`config.mk`:
```
export PLATFORM = sky130hd
export DESIGN_NAME = rv32m_div_unit_flat
export DESIGN_NICKNAME = d
export VERILOG_FILES = /design/src/rtl/rv32m_div_unit_if.sv /design/src/rtl/rv32m_div_unit.sv /design/src/flat_wrapper.sv
export SDC_FILE = /design/constraint.sdc
export NUM_CORES = 1
export LEC_CHECK = 0
export CELL_PAD_IN_SITES_DETAIL_PLACEMENT = 1
export CELL_PAD_IN_SITES_GLOBAL_PLACEMENT = 2
export CORE_MARGIN = 10
export CORE_UTILIZATION = 37
export DETAILED_ROUTE_END_ITERATION = 8
export PLACE_DENSITY_LB_ADDON = 0.15
export REMOVE_ABC_BUFFERS = 1
export SLEW_MARGIN = 20
export SYNTH_ARGS = -nofsm -noshare
export SYNTH_HDL_FRONTEND = slang
export SYNTH_SLANG_ARGS = --single-unit
```
`constraint.sdc`:
```
create_clock -name i_clk -period 7.6 [get_ports i_clk]
set_clock_uncertainty 0.15 [all_clocks]
set_input_delay 1.14 -clock i_clk [delete_from_list [all_inputs] [get_ports i_clk]]
set_output_delay 1.14 -clock i_clk [all_outputs]
set_load 0.02 [all_outputs]
```
`src/rtl/rv32m_div_unit_if.sv`:
```
// rtl/rv32m_div_unit_if.sv - request/response bundle between EX and the RV32M divider
interface rv32m_div_unit_if #(
   parameter int WIDTH = 32
);
   logic             i_valid;
   logic             o_ready;
   logic [1:0]       i_div_op;
   logic [WIDTH-1:0] i_rs1_data;
   logic [WIDTH-1:0] i_rs2_data;
   logic             i_flush;
   logic             o_valid;
   logic             i_ready;
   logic [WIDTH-1:0] o_result;
   logic             o_busy;

   modport master (
      output i_valid, i_div_op, i_rs1_data, i_rs2_data, i_flush, i_ready,
      input  o_ready, o_valid, o_result, o_busy
   );

   modport slave (
      input  i_valid, i_div_op, i_rs1_data, i_rs2_data, i_flush, i_ready,
      output o_ready, o_valid, o_result, o_busy
   );
endinterface

```
`src/rtl/rv32m_div_unit.sv`:
```
// rtl/rv32m_div_unit.sv - radix-2 restoring divider for DIV/DIVU/REM/REMU
// Optional result reuse for repeated operands: RV32M_DIV_RESULT_CACHE_EN
module rv32m_div_unit #(
   parameter int WIDTH = 32
) (
   input logic                 i_clk,
   input logic                 i_rst,
   rv32m_div_unit_if.slave     bus
);
   typedef enum logic [1:0] {IDLE, CALC, DONE} state_t;

   localparam logic [WIDTH-1:0] INT_MIN = {1'b1, {(WIDTH-1){1'b0}}};

   state_t           state, state_nxt;
   logic [5:0]       cnt;
   logic [WIDTH-1:0] rem_q, quot_q, dvs_q;
   logic             sel_rem_q, neg_a_q, neg_b_q;

   logic             is_signed, a_neg, b_neg, div_zero, ovf, hit, short_path, accept;
   logic [WIDTH-1:0] a_mag, b_mag, init_quot, init_rem;
   logic [WIDTH:0]   upper;
   logic [WIDTH+1:0] diff;
   logic             ge;
   logic [WIDTH-1:0] rem_step, quot_step, rem_fix, quot_fix;

`ifdef RV32M_DIV_RESULT_CACHE_EN
   logic             c_vld, c_signed, signed_q;
   logic [WIDTH-1:0] c_rs1, c_rs2, c_quot, c_rem, raw_a_q, raw_b_q;
`endif

   assign accept    = bus.i_valid && (state == IDLE) && !bus.i_flush;
   assign is_signed = ~bus.i_div_op[0];
   assign a_neg     = is_signed & bus.i_rs1_data[WIDTH-1];
   assign b_neg     = is_signed & bus.i_rs2_data[WIDTH-1];
   assign a_mag     = a_neg ? -bus.i_rs1_data : bus.i_rs1_data;
   assign b_mag     = b_neg ? -bus.i_rs2_data : bus.i_rs2_data;
   assign div_zero  = (bus.i_rs2_data == '0);
   assign ovf       = is_signed && (bus.i_rs1_data == INT_MIN) && (bus.i_rs2_data == '1);

`ifdef RV32M_DIV_RESULT_CACHE_EN
   assign hit = c_vld && (c_rs1 == bus.i_rs1_data) && (c_rs2 == bus.i_rs2_data)
                && (c_signed == is_signed);
`else
   assign hit = 1'b0;
`endif
   assign short_path = div_zero | ovf | hit;

   always_comb begin
      init_quot = a_mag;
      init_rem  = '0;
      if (div_zero) begin
         init_quot = '1;
         init_rem  = bus.i_rs1_data;
      end else if (ovf) begin
         init_quot = INT_MIN;
      end
`ifdef RV32M_DIV_RESULT_CACHE_EN
      else if (hit) begin
         init_quot = c_quot;
         init_rem  = c_rem;
      end
`endif
   end

   // One restoring step on {rem,quot}; the partial remainder stays below the divisor, so WIDTH bits suffice.
   assign upper     = {rem_q, quot_q[WIDTH-1]};
   assign diff      = {1'b0, upper} - {2'b00, dvs_q};
   assign ge        = ~diff[WIDTH+1];
   assign rem_step  = ge ? diff[WIDTH-1:0] : upper[WIDTH-1:0];
   assign quot_step = {quot_q[WIDTH-2:0], ge};
   assign quot_fix  = (neg_a_q ^ neg_b_q) ? -quot_step : quot_step;
   assign rem_fix   = neg_a_q ? -rem_step : rem_step;

   always_ff @(posedge i_clk or posedge i_rst) begin
      if (i_rst) state <= IDLE;
      else       state <= state_nxt;
   end

   always_comb begin
      state_nxt = state;
      case (state)
         IDLE:    if (accept) state_nxt = short_path ? DONE : CALC;
         CALC:    if (cnt == 6'd31) state_nxt = DONE;
         DONE:    if (bus.i_ready) state_nxt = IDLE;
         default: state_nxt = IDLE;
      endcase
      if (bus.i_flush) state_nxt = IDLE;
   end

   always_ff @(posedge i_clk or posedge i_rst) begin
      if (i_rst) begin
         cnt       <= '0;
         rem_q     <= '0;
         quot_q    <= '0;
         dvs_q     <= '0;
         sel_rem_q <= 1'b0;
         neg_a_q   <= 1'b0;
         neg_b_q   <= 1'b0;
      end else if (accept) begin
         cnt       <= '0;
         rem_q     <= init_rem;
         quot_q    <= init_quot;
         dvs_q     <= b_mag;
         sel_rem_q <= bus.i_div_op[1];
         neg_a_q   <= a_neg;
         neg_b_q   <= b_neg;
      end else if (state == CALC) begin
         cnt <= cnt + 6'd1;
         if (cnt == 6'd31) begin
            rem_q  <= rem_fix;
            quot_q <= quot_fix;
         end else begin
            rem_q  <= rem_step;
            quot_q <= quot_step;
         end
      end
   end

`ifdef RV32M_DIV_RESULT_CACHE_EN
   always_ff @(posedge i_clk or posedge i_rst) begin
      if (i_rst) begin
         c_vld    <= 1'b0;
         c_signed <= 1'b0;
         signed_q <= 1'b0;
         c_rs1    <= '0;
         c_rs2    <= '0;
         c_quot   <= '0;
         c_rem    <= '0;
         raw_a_q  <= '0;
         raw_b_q  <= '0;
      end else if (bus.i_flush) begin
         c_vld <= 1'b0;
      end else if (accept) begin
         raw_a_q  <= bus.i_rs1_data;
         raw_b_q  <= bus.i_rs2_data;
         signed_q <= is_signed;
         if (div_zero || ovf) begin
            c_vld    <= 1'b1;
            c_rs1    <= bus.i_rs1_data;
            c_rs2    <= bus.i_rs2_data;
            c_signed <= is_signed;
            c_quot   <= init_quot;
            c_rem    <= init_rem;
         end
      end else if (state == CALC && cnt == 6'd31) begin
         c_vld    <= 1'b1;
         c_rs1    <= raw_a_q;
         c_rs2    <= raw_b_q;
         c_signed <= signed_q;
         c_quot   <= quot_fix;
         c_rem    <= rem_fix;
      end
   end
`endif

   assign bus.o_ready  = (state == IDLE);
   assign bus.o_busy   = (state != IDLE);
   assign bus.o_valid  = (state == DONE);
   assign bus.o_result = (state == DONE) ? (sel_rem_q ? rem_q : quot_q) : '0;
endmodule
```
`src/flat_wrapper.sv`:
```
// flat-port wrapper written by rule: the top's interface ports become plain ports
module rv32m_div_unit_flat 
#(
   parameter int WIDTH = 32
)
  (i_clk, i_rst, bus_i_valid, bus_i_div_op, bus_i_rs1_data, bus_i_rs2_data, bus_i_flush, bus_i_ready, bus_o_ready, bus_o_valid, bus_o_result, bus_o_busy);
  rv32m_div_unit_if #(.WIDTH(WIDTH)) bus_i ();
  input logic i_clk;
  input logic i_rst;
  input wire logic [$bits(bus_i.i_valid)-1:0] bus_i_valid;
  input wire logic [$bits(bus_i.i_div_op)-1:0] bus_i_div_op;
  input wire logic [$bits(bus_i.i_rs1_data)-1:0] bus_i_rs1_data;
  input wire logic [$bits(bus_i.i_rs2_data)-1:0] bus_i_rs2_data;
  input wire logic [$bits(bus_i.i_flush)-1:0] bus_i_flush;
  input wire logic [$bits(bus_i.i_ready)-1:0] bus_i_ready;
  output wire logic [$bits(bus_i.o_ready)-1:0] bus_o_ready;
  output wire logic [$bits(bus_i.o_valid)-1:0] bus_o_valid;
  output wire logic [$bits(bus_i.o_result)-1:0] bus_o_result;
  output wire logic [$bits(bus_i.o_busy)-1:0] bus_o_busy;
  assign bus_i.i_valid = bus_i_valid;
  assign bus_i.i_div_op = bus_i_div_op;
  assign bus_i.i_rs1_data = bus_i_rs1_data;
  assign bus_i.i_rs2_data = bus_i_rs2_data;
  assign bus_i.i_flush = bus_i_flush;
  assign bus_i.i_ready = bus_i_ready;
  assign bus_o_ready = bus_i.o_ready;
  assign bus_o_valid = bus_i.o_valid;
  assign bus_o_result = bus_i.o_result;
  assign bus_o_busy = bus_i.o_busy;
  rv32m_div_unit #(.WIDTH(WIDTH)) u_core (.i_clk(i_clk), .i_rst(i_rst), .bus(bus_i));
endmodule
```
==> results.txt <==
The run finished with clean final reports. The final layout net count came out at between 1.5k and 2k. For the worst-skew pair, the clock arrives at the later sink with an insertion delay of 0.38 ns. The worst-case IR drop observed on VDD is roughly 0.00018 V.

In this run, the number of DRC markers left after iteration 0 of detailed routing was about 640. The endpoint arrival time on the critical path came out at 5.54 ns. The initial antenna violation count came out at 0. The global router's overall resource usage came out at 22.1%. The area enclosed by the die boundary came out at between 30000 and 40000 um2. The clock passes through at most 2 buffers. The die boundary width is 190 um. In this design, the stage delay of the slowest critical-path cell is roughly 0.55 ns. TritonCTS built the clock tree. The residual DRC count came out at 0. The yosys synthesis warning count is 0. The routed length per placed instance is 21.4 um. The worst setup path is launched from a flip-flop. The sequential area share after synthesis came out at 25.2%.

The total area of multi-input combinational cells is between 7000 and 8000 um2. The overall routed net length came out at 39.8 mm. The total iterations of the first detailed-routing run is 5.

Of the post-synthesis cell area, the part taken by muxes is about 5.2%. The count of pins over their slew limit came out at 0. Of the available clock period, the critical path in the final layout requires 71.0%. In this run the mean area of a mapped cell was 7.48 um2. The area of the mapped netlist came out at 10600 um2. Along the worst path, the maximum fanout reaches 16. By instance count, the leading cell after synthesis is nor2_1. The number of placement rows came out at 61. Summing the areas of all fa, ha and maj instances in the mapped netlist gives about 4.7% of the synthesized area.

Entering global routing, the biggest net connects 75 pins. The path class of the tightest hold or removal check is reg -> reg. The setup-violating endpoint count in the final report came out at 0.

The parity-gate share of the synthesized area counting xor and xnor cells came out at 11.6%. The most common cell type on the critical path is ha_1. The routability congestion estimate came out at 0.886. Across the run, the number of max-cap violations was 0. The tree is rooted in a clkbuf_16. The worst setup slack after layout is 2.20 ns. The first global-routing pass estimated about 64 mm of wire. Setup repair after global routing left no endpoint under its margin. The count of hold buffers inserted by post-cts repair is 0. In this run, distinct cell masters in the synthesized netlist total 85. In this run the vertical extent of the chip is 190 um.

The post-CTS setup repair buffer count is 0. By area the synthesized netlist is led by dfrtp_1 25%, a21oi_1 6.7%, xnor2_1 6.7%. The half-perimeter wire length of the detailed placement result came out at 31.0 mm.

The total area inside the core boundary comes to around 28000 um2. In this run the tightest slew margin relative to its limit is about a third. Registers take 2680 um2. The relative area change from synthesis to final layout is 15.9%. The share of layout cells above drive strength 1 came out at 4.73%. The H-tree was split into 3 levels. The layout filler cell count is 3525. The critical path in this run is classified as reg -> reg. During I/O placement, the number of pins put on the boundary was 106.

The post-cts repair resize count is 0. The clock-pin slew on the worst setup and hold paths is 0.08 ns. The sum of negative setup slack is 0 ns. The number of sinks driven by the clock tree came out at roughly 110.

The pre-CTS setup slack came out at roughly 2.0 ns. After synthesis, the largest family of logic cells by area is compound AO/OA/AOI/OAI gates. The number of buffers added by the clock tree synthesis step is 9. The compound-cell area share of the yosys netlist is 26.1%. The area share of and/or/nand/nor cells after synthesis came out at 22.3%. The routed layout has 10.8k vias. The antenna violation net count after detailed routing is 0. The register bit count reported by yosys is 107. The worst setup path is captured at a flip-flop. The routed design could run at a clock period as short as roughly 5.4 ns. For this run, asynchronously set or reset flops after synthesis account for 100%. The number of flops mapped to enable cells by yosys is 0. The initial core utilization is 37.8%. Ranked by instance count, the synthesized netlist is headed by 179 x nor2_1, 149 x nand2_1, 143 x a21oi_1, 129 x o21ai_0, 107 x dfrtp_1. Traced cell by cell, the critical path runs through ha_1 -> a21oi_1 -> o21ai_1 -> a211o_1 -> o211ai_2 -> nand2_2 -> o21ai_0 -> ha_1 -> nor4b_1 -> and3_1 -> o211ai_1 -> or3_4 -> o31ai_4 -> xnor2_1 -> a211oi_2. The proportion of netlist area held by the largest area contributor came out at between 20 and 30%.

The cell area power density came out at 385 nW/um2. The number of I/O port buffers is 105. Among all flip-flop cells after synthesis, the most frequent one is dfrtp_1. Summed over all cells, the static leakage comes to approximately 4.9 nW. The via count of the first global-routing pass is 11.4k.

In the routed layout, each cell is associated on average with a via count of 5.82. At the pin with the least slew margin, the transition time is between 0.9 and 1 ns. Summed over all instances, the cell type with the most area after synthesis is dfrtp_1. The library cell contributing the largest single delay on the critical path is nor4b_1.

The residual overflow from global routing came out at 0. The gate count after technology mapping is 1421. The maximum achievable frequency came out at about 190 MHz.

The final number of hold-violating endpoints is 0. The required arrival time at the worst endpoint is approximately 7.8 ns.
-- cell usage in the layout, fill, tap and decap left out, drive strengths merged, types with 21 or more instances in the layout --
cell type and n:
nor2 179, a21oi 144, inv 59, clkdlybuf4s50 105, ha 38, nand4 21, xnor2 81, a211oi 21
o21ai 136, mux2i 53, nor3 36, xor2 60, or3 22, nand2 150, dfrtp 107
-- metal layers --
layer | track usage, % | vias to the layer above | routed length [um]
met1 | 28.3 | 5347 | 18300
li1 | - | 5185 | -
met2 | 38.1 | 222 | 19000
met4 | 7.26 | 0 | 1140
met5 | 0 | - | 0
met3 | 2.13 | 64 | 1320
-- state kept, by name, summed over array words and instances, names as in the netlist --
name / cells
u_core.cnt: 6
u_core.dvs_q: 32
u_core.neg_a_q: 1
u_core.neg_b_q: 1
u_core.quot_q: 32
u_core.rem_q: 32
u_core.sel_rem_q: 1
u_core.state: 2
-- stage by stage --
step	hold WS, ns	instances	power (mW)	instance area, um2	util, %
after floorplan	0.300	1342	3.30	10300	-
after global placement	0.317	1841	4.14	12000	42.7
after detailed placement	0.320	1841	4.19	12000	42.7
after CTS	0.338	1857	4.75	12300	43.8
after global routing	0.355	1857	5.15	12300	43.8
final	0.335	1858	4.74	12300	43.8
-- cells by family after synthesis --
family | after synthesis
buffers and inverters | 137
adder cells (fa/ha/maj) | 39
XOR/XNOR | 141
AND/OR/NAND/NOR | 505
AO/OA/AOI/OAI | 437
multiplexers | 55
flip-flops | 107
-- where the power goes --
part           leakage [nW]  switching, mW  total [mW]  internal [mW]
combinational          3.46           1.94        3.17           1.22
sequential             1.29          0.295        1.04          0.742
clock                 0.149          0.264       0.535          0.271
-- final timing paths --
kind | start | end | slack [ns] | depth (start not counted)
max in group asynchronous | i_rst | u_core.dvs_q[0]$_DFFE_PP0P_ | 5.22 | 3
max reg2reg | u_core.rem_q[15]$_DFFE_PP0P_ | u_core.rem_q[30]$_DFFE_PP0P_ | 2.20 | 15
min reg2reg | u_core.dvs_q[19]$_DFFE_PP0P_ | u_core.dvs_q[19]$_DFFE_PP0P_ | 0.33 | 2
max | u_core.rem_q[15]$_DFFE_PP0P_ | u_core.rem_q[30]$_DFFE_PP0P_ | 2.20 | 15
min | u_core.dvs_q[19]$_DFFE_PP0P_ | u_core.dvs_q[19]$_DFFE_PP0P_ | 0.33 | 2
min in group asynchronous | i_rst | u_core.quot_q[26]$_DFFE_PP0P_ | 0.97 | 2
-- critical path: cells and delay by family (launching register included) --
kind | cells | cell delay [ns]
adder cells (fa/ha/maj) | 2 | 0.77
XOR/XNOR | 1 | 0.10
flip-flops | 1 | 0.50
AND/OR/NAND/NOR | 4 | 1.63
AO/OA/AOI/OAI | 8 | 2.15
-- layout make-up --
cell class / instances / area share (%)
Clock buffer: 11 / 1.97
Antenna cell: 1 / 0.0203
Clock inverter: 5 / 0.579
Inverter: 58 / 1.79
Timing Repair Buffer: 121 / 9.54
Multi-Input combinational cell: 1177 / 60.5
Tap cell: 378 / 3.84
Sequential cell: 107 / 21.8
(Power assumes the default switching activity.)
